$ cat src/rtl/fifo_wr_arbiter.sv
// Round-robin arbiter sharing one async-FIFO write port among NREQ requesters,
// granting bursts of up to MAX_BURST words and stalling on the FIFO full flag.
module fifo_wr_arbiter #(
  parameter int NREQ       = 4,
  parameter int DATA_WIDTH = 8,
  parameter int MAX_BURST  = 4
) (
  input  logic                       wclk,
  input  logic                       wrst,
  input  logic [NREQ-1:0]            req,
  input  logic [NREQ*DATA_WIDTH-1:0] req_data,
  input  logic                       full,
  output logic [NREQ-1:0]            ack,
  output logic                       w_en,
  output logic [DATA_WIDTH-1:0]      wdata,
  output logic                       busy,
  output logic [$clog2(NREQ)-1:0]    owner
);

  localparam int PW = $clog2(NREQ);
  localparam int BW = $clog2(MAX_BURST + 1);

  typedef enum logic {IDLE, BURST} state_t;

  state_t          state_reg, state_next;
  logic [PW-1:0]   owner_reg, owner_next;
  logic [PW-1:0]   rr_ptr_reg, rr_ptr_next;
  logic [BW-1:0]   beats_reg, beats_next;

  logic [DATA_WIDTH-1:0] req_word [NREQ];
  logic [NREQ-1:0]       owner_onehot;
  logic [PW-1:0]         pick;
  logic [PW-1:0]         scan_idx;
  logic [PW-1:0]         owner_inc;
  logic                  pick_valid;
  logic                  owner_req;
  logic                  last_beat;
  int                    scan_sum;

  generate
    for (genvar gi = 0; gi < NREQ; gi++) begin : g_req
      assign req_word[gi]     = req_data[gi*DATA_WIDTH +: DATA_WIDTH];
      assign owner_onehot[gi] = (owner_reg == PW'(gi));
    end
  endgenerate

  assign owner_req = |(req & owner_onehot);
  assign last_beat = (beats_reg == BW'(MAX_BURST - 1));
  assign owner_inc = (owner_reg == PW'(NREQ - 1)) ? '0 : owner_reg + 1'b1;
  assign owner     = owner_reg;

  // Scan from the farthest offset down so the nearest set bit at or after rr_ptr wins.
  always_comb begin
    pick       = rr_ptr_reg;
    pick_valid = 1'b0;
    scan_sum   = 0;
    scan_idx   = '0;
    for (int k = NREQ - 1; k >= 0; k--) begin
      scan_sum = int'(rr_ptr_reg) + k;
      if (scan_sum >= NREQ) scan_sum = scan_sum - NREQ;
      scan_idx = PW'(scan_sum);
      if (req[scan_idx]) begin
        pick       = scan_idx;
        pick_valid = 1'b1;
      end
    end
  end

  always_comb begin
    state_next  = state_reg;
    owner_next  = owner_reg;
    rr_ptr_next = rr_ptr_reg;
    beats_next  = beats_reg;
    w_en        = 1'b0;
    wdata       = '0;
    busy        = 1'b0;
    ack         = '0;
    case (state_reg)
      IDLE: begin
        if (pick_valid) begin
          owner_next = pick;
          beats_next = '0;
          state_next = BURST;
        end
      end
      BURST: begin
        busy  = 1'b1;
        wdata = req_word[owner_reg];
        w_en  = owner_req & ~full;
        // Withdrawal ends the burst even when full is also high.
        if (!owner_req) begin
          state_next  = IDLE;
          rr_ptr_next = owner_inc;
        end else if (w_en) begin
          beats_next = beats_reg + 1'b1;
          if (last_beat) begin
            state_next  = IDLE;
            rr_ptr_next = owner_inc;
          end
        end
      end
      default: state_next = IDLE;
    endcase
    // The word presented during a reset cycle must never reach the FIFO.
    if (wrst) begin
      w_en  = 1'b0;
      wdata = '0;
      busy  = 1'b0;
    end
    ack = w_en ? owner_onehot : '0;
  end

  always_ff @(posedge wclk) begin
    if (wrst) begin
      state_reg  <= IDLE;
      owner_reg  <= '0;
      rr_ptr_reg <= '0;
      beats_reg  <= '0;
    end else begin
      state_reg  <= state_next;
      owner_reg  <= owner_next;
      rr_ptr_reg <= rr_ptr_next;
      beats_reg  <= beats_next;
    end
  end

endmodule

$ cat config.mk
export PLATFORM = sky130hd
export DESIGN_NAME = fifo_wr_arbiter
export DESIGN_NICKNAME = d
export VERILOG_FILES = /design/src/rtl/fifo_wr_arbiter.sv
export SDC_FILE = /design/constraint.sdc
export NUM_CORES = 1
export LEC_CHECK = 0
export ABC_CLOCK_PERIOD_IN_PS = 2550
export CAP_MARGIN = 0
export CORE_ASPECT_RATIO = 0.8
export CORE_MARGIN = 2
export CORE_UTILIZATION = 39
export CTS_BUF_LIST = sky130_fd_sc_hd__clkbuf_2 sky130_fd_sc_hd__clkbuf_4 sky130_fd_sc_hd__clkbuf_8
export DETAILED_ROUTE_END_ITERATION = 6
export GPL_TIMING_DRIVEN = 0
export PLACE_DENSITY = 0.8
export SYNTH_ARGS = -nofsm -noshare
export SYNTH_HDL_FRONTEND = slang
export SYNTH_SLANG_ARGS = --single-unit
$ cat constraint.sdc
create_clock -name wclk -period 2.55 [get_ports wclk]
set_clock_uncertainty 0.1 [all_clocks]
set_input_delay 0.765 -clock wclk [delete_from_list [all_inputs] [get_ports wclk]]
set_output_delay 0.765 -clock wclk [all_outputs]
set_load 0.01 [all_outputs]
# Yosys cells after proc, flatten, opt, wreduce, memory -nomap -nowiden
# Cells that the tools add are included.
[totals]
register_bits = 8
in_bits = 39
output_inout_bits = 16
wordCells = 84
[classes]
addsub = 9
order_cmp = 9
n_eq_ne = 9
mux = 43
bitwise = 5
n_reduce_logical = 5
[op_table]
columns = ["op", "n"]
rows = [
  ["2-to-1 mux 8 bit", 4],
  ["2-to-1 mux 2 bit", 12],
  ["binary-select mux 8 bit (select 2 bit)", 1],
  ["2-to-1 mux 1 bit", 16],
  [">= comparator 3 bit, second input constant", 4],
  ["less-than comparator 2 x 3 -> 1 bit, second input constant", 4],
  ["2-to-1 mux 3 bit", 3],
  ["binary-select mux 1 bit (select 2 bit)", 4],
  ["!= test 2 x 1 -> 1 bit, second input constant", 4],
  ["subtractor 2 x 1 -> 2 bit, second input constant", 4],
  ["adder 2 x 2 -> 3 bit, second input constant", 2],
  ["case mux 3 bit (2 select lines)", 1],
  ["AND reduction 3 bit", 2],
  ["bitwise AND 4 bit", 1],
  ["== test 2 bit, second input constant", 2],
  ["2-to-1 mux 4 bit", 1],
  ["OR reduction 4 bit", 1],
  ["adder 2 x 1 -> 3 bit, second input constant", 1],
  ["adder 3 x 1 -> 3 bit, second input constant", 1],
  ["== test 3 x 2 -> 1 bit, second input constant", 1],
  [">= comparator 2 x 3 -> 1 bit, second input constant", 1],
  ["NOT 2 -> 3 bit", 1],
  ["adder 2 x 1 -> 2 bit, second input constant", 1],
  ["== test 2 x 1 -> 1 bit, second input constant", 1],
  ["6 further kinds", 7],
]

# Longest topological paths before layout
[depth]
word_depth = 11
ltp_mapped = 6
mapped_depth_nobuf = 5

# Least setup slack after synthesis
# OpenSTA, ideal clock, no wires.
[synth_timing]
path_kind = "reg-to-output"
from = "register owner_reg[1], in the netlist owner[1]"
to = "output port ack[0]"
arrival_ns = 1.806
t_required_ns = 1.685
slack_ns = -0.121
path_stages_with_launch = 7
path_buffers = 1
cell_sequence = "dfxtp_1 -> clkbuf_1 -> inv_1 -> ha_1 -> a22oi_1 -> a2111oi_2 -> and2_1"
[synth_between]
elab_chain_len = 7
elab_cells_between_ends = 10
cone_classes = "eq/ne: 3; mux: 3; bitwise: 2; reduce/logical: 2"
[synth_rtl]
columns = ["item", "line_no", "source"]
rows = [
  ["start, declared", "26", "logic [PW-1:0] owner_reg, owner_next;"],
  ["start signal, assigned", "121", "owner_reg <= owner_next;"],
  ["== test 2 x 1 -> 1 bit (tied with other cells)", "43", "assign owner_onehot[gi] = (owner_reg == PW'(gi));"],
  ["bitwise AND 4 bit (*)", "47", "assign owner_req = |(req & owner_onehot);"],
  ["OR reduction 4 bit (*)", "47", ""],
  ["bitwise AND 1 bit (*)", "89", "w_en = owner_req & ~full;"],
  ["2-to-1 mux 1 bit (*)", "78", "case (state_reg)"],
  ["2-to-1 mux 1 bit (*)", "105", "if (wrst) begin"],
  ["net w_en", "14", "output logic w_en,"],
  ["2-to-1 mux 4 bit (*)", "110", "ack = w_en ? owner_onehot : '0;"],
  ["end, declared", "13", "output logic [NREQ-1:0] ack,"],
]
# Mark *: on every way through the listed nets, which the timed path passes. The rest lies on a longest branch.

# Worst setup path after layout
[layout_timing]
from = "register owner_reg[1], in the netlist owner[1]"
to = "output port ack[2]"
[layout_between]
elab_chain_len = 7
elab_cells_between_ends = 10
cone_classes = "eq/ne: 3; mux: 3; bitwise: 2; reduce/logical: 2"
[layout_rtl]
columns = ["item", "line_no"]
rows = [
  ["== test 2 x 1 -> 1 bit (tied with other cells)", "43"],
  ["bitwise AND 4 bit", "47"],
  ["OR reduction 4 bit", "47"],
  ["bitwise AND 1 bit", "89"],
  ["2-to-1 mux 1 bit", "78"],
  ["2-to-1 mux 1 bit", "105"],
  ["2-to-1 mux 4 bit (*)", "110"],
]
# Mark *: on every way between the ends. The rest lies on a longest branch, timed or not.

==> run_results.csv <==
group,metric,value,unit
place,numPortBuffers,53,
global_routing,antenna_found_initial,0,
global_routing,grt_pass1_vias,1033,
synthesis,synth-edff-count,0,
route,dr.pass1.iters,4,
hold_path,hp-start,"beats_reg[1]",
timing,worst_slew_pin_slew,0.633,ns
hold_path,hold_end,"beats_reg[1]",
global_routing,met3_usage,5.95,%
layout,fin_area,0.00169,mm²
global_routing,grtUsageMet1,24.4,%
clock_tree,clock_latency,0.27,ns
clock_tree,ctsHtreeMaxLevel,1,
timing,setup_viol,12,
floorplanning,die-area,0.00279,mm²
setup_path,worstReg2RegStart,"owner[1]",
route,ant_nets,0,
place,gp_congestion,0.824,
route,route.detailed.drc,0,
power,total_power,0.575,mW
setup_path,start_kind,"flip-flop",
floorplanning,core_region_area,0.00220,mm²
global_routing,busiest_layer,"met2",
clock_tree,numCtsBuffers,3,
synthesis,async_flop_share,0,%
layout,syn_to_final_growth,82.1,%
route,routed_via_density,6.01,
timing,slew_viol_final,0,
power,leakage,0.764,nW
setup_path,r2r_end,"rr_ptr_reg[1]",
synthesis,syn_area,928,µm²
synthesis,ys.flop_type,"dfxtp_1",
floorplanning,io_pins,55,
layout,final_common_cell,"dlygate4sd2_1",
setup_path,reg2reg_slack,0.35,ns
timing,setup_tns,-0.610,ns
route,wl,3550,µm
setup_path,path_class,"reg -> out",
global_routing,grt_overflow,0,
setup_path,required,1.69,ns
timing,rsz0062_at_grt,"true",
setup_path,reg2regPathDepth,8,
floorplanning,initial_core_util,42.3,%
place,dp_hpwl,2420,µm
floorplanning,die_h,47.6,µm
synthesis,synth_nets,143,
hold_path,holdPathStages,2,
timing,timing.final.crit_share,105,%
timing,setup_slack,-0.130,ns
place,dpl_worst_slack,-1.04,ns
global_routing,grt_pass1_wl,4900,µm
hold_path,hp-class,"reg -> reg",
outcome,violations,"negative setup slack",
power,power_density,340,mW/mm²
outcome,outcome,"complete, but fails checks",
clock_tree,clkSinkCount,8,
timing,maxSlewHeadroom,57.4,%
setup_path,critPathMaxFanout,4,
clock_tree,cts_tree,"built",
synthesis,ys_ff_latch,8,
timing,fin_crit,2.68,ns
layout,layout.nets,215,
job,max_cap_violations,0,
setup_path,worstPathCellList,"buf_8 > inv_8 > ha_4 > a22oi_2 > a2111oi_4 > buf_4 > and2_4 > buf_6",
setup_path,critPathSlowestCell,"a2111oi_4",
setup_path,crit_path_end_kind,"primary output",
clock_tree,cts_max_path_buffers,2,
layout,largest_reg_flops,3,
timing,fmax,373,MHz
synthesis,synthCells,98,
clock_tree,cts.reportedPaths.clkPinSlew,0.06,ns
place,dp.cells,176,
global_routing,grt_util_met2,49.9,%
clock_tree,root_buffer,"clkbuf_4",
setup_path,crit_path_max_incr_delay,0.37,ns
setup_path,crit_arrival,1.82,ns
floorplanning,fp.dieW,58.6,µm
route,routedWlPerCell,18.4,µm
synthesis,synth.yosys.warnings,0,
layout,final_cell_mix,"dlygate4sd2_1, buf_4, clkdlybuf4s15_1",
layout,antenna_cells,0,
global_routing,track_usage,23.9,%
route,drt_iter0_drc,24,
floorplanning,rows,15,
power,max-vdd-ir-drop,0.000321,V
place,place_area,0.00151,mm²
layout,layoutNonFillerInstCount,193,
timing,finalHoldViolCount,0,
clock_tree,hold_buffers,0,
timing,hold_ws,0.410,ns
route,vias,1160,
global_routing,grt_max_degree,11,
synthesis,avgSynthCellArea,9.47,µm²
synthesis,synth.distinct_cells,40,
synthesis,synth-seq-area-share,17.3,%
layout,drive_above_1_share,41.1,%
layout,final_core_util,77.0,%
==> critical path: cells and delay by family, from the launching register on <==
family                   cells  cell delay, ns
flip-flops                   1            0.36
buffers and inverters        4            0.46
AND/OR/NAND/NOR              1            0.14
adder cells (fa/ha/maj)      1            0.13
AO/OA/AOI/OAI                2            0.46
==> area by class of cell <==
type	instances	area, µm²
clock buffers	3	22.5
flip-flops and latches	8	168
repair buffers	67	589
well taps	25	31.3
plain buffers	6	53.8
fillers	145	505
multi-input cells	79	795
inverters	5	31.3
==> cell usage after synthesis, drive strengths merged, types with 2 or more instances <==
cell,number,area (µm²)
and2,12,75.1
dfxtp,8,160
mux4,8,180
ha,6,75.1
nor2,6,22.5
inv,5,18.8
nor2b,4,25.0
a211oi,3,27.5
buf,3,21.3
clkbuf,3,11.3
nand2,3,11.3
or4,3,22.5
a21oi,2,10.0
a22o,2,26.3
a22oi,2,15.0
mux2,2,22.5
nand2b,2,12.5
nor3,2,10.0
nor4,2,12.5
o211ai,2,15.0
o21ai,2,10.0
==> cell families after synthesis <==
kind of cell | count (synthesis) | synth area share [%]
AOI/OAI and AO/OA | 22 | 20.8
adders and majority gates | 6 | 8.09
buffers and inverters | 11 | 5.53
DFF | 8 | 17.3
muxes | 11 | 22.9
and+or+nand+nor | 40 | 25.5
==> metal layers <==
metal  up-vias  share of wire (%)
met5         -                  0
met4         0               0.84
met3         6                8.3
met2        60                 55
met1       573                 36
li1        521                  -
==> power by group <==
| part | switching, mW | internal, mW | leakage [nW] |
|---|---|---|---|
| Sequential | 0.0137 | 0.137 | 0.0668 |
| Clock | 0.0457 | 0.0540 | 0.0138 |
| Combinational | 0.139 | 0.185 | 0.683 |
| Total | 0.198 | 0.376 | 0.764 |
==> how the worst max path moves through the flow <==
| stage | start | endpoint | slack [ns] | cells after the start |
|---|---|---|---|---|
| floorplan | owner[0] | ack[0] | 0.009 | 6 |
| global placement | req[1] | ack[1] | -1.03 | 5 |
| detailed placement | req[1] | ack[1] | -1.04 | 5 |
| CTS | owner[0] | ack[1] | -0.10 | 8 |
| global route | owner[1] | ack[1] | -0.19 | 8 |
| finish | owner[1] | ack[2] | -0.13 | 8 |
==> repair_timing <==
action | CTS | global route
buffers inserted | 11 | 3
pin swaps | 16 | 7
endpoints found under the setup margin | 14 | 14
endpoints found under the hold margin | 0 | 0
gates resized for setup | 122 | 36
(Power assumes the default switching activity.)
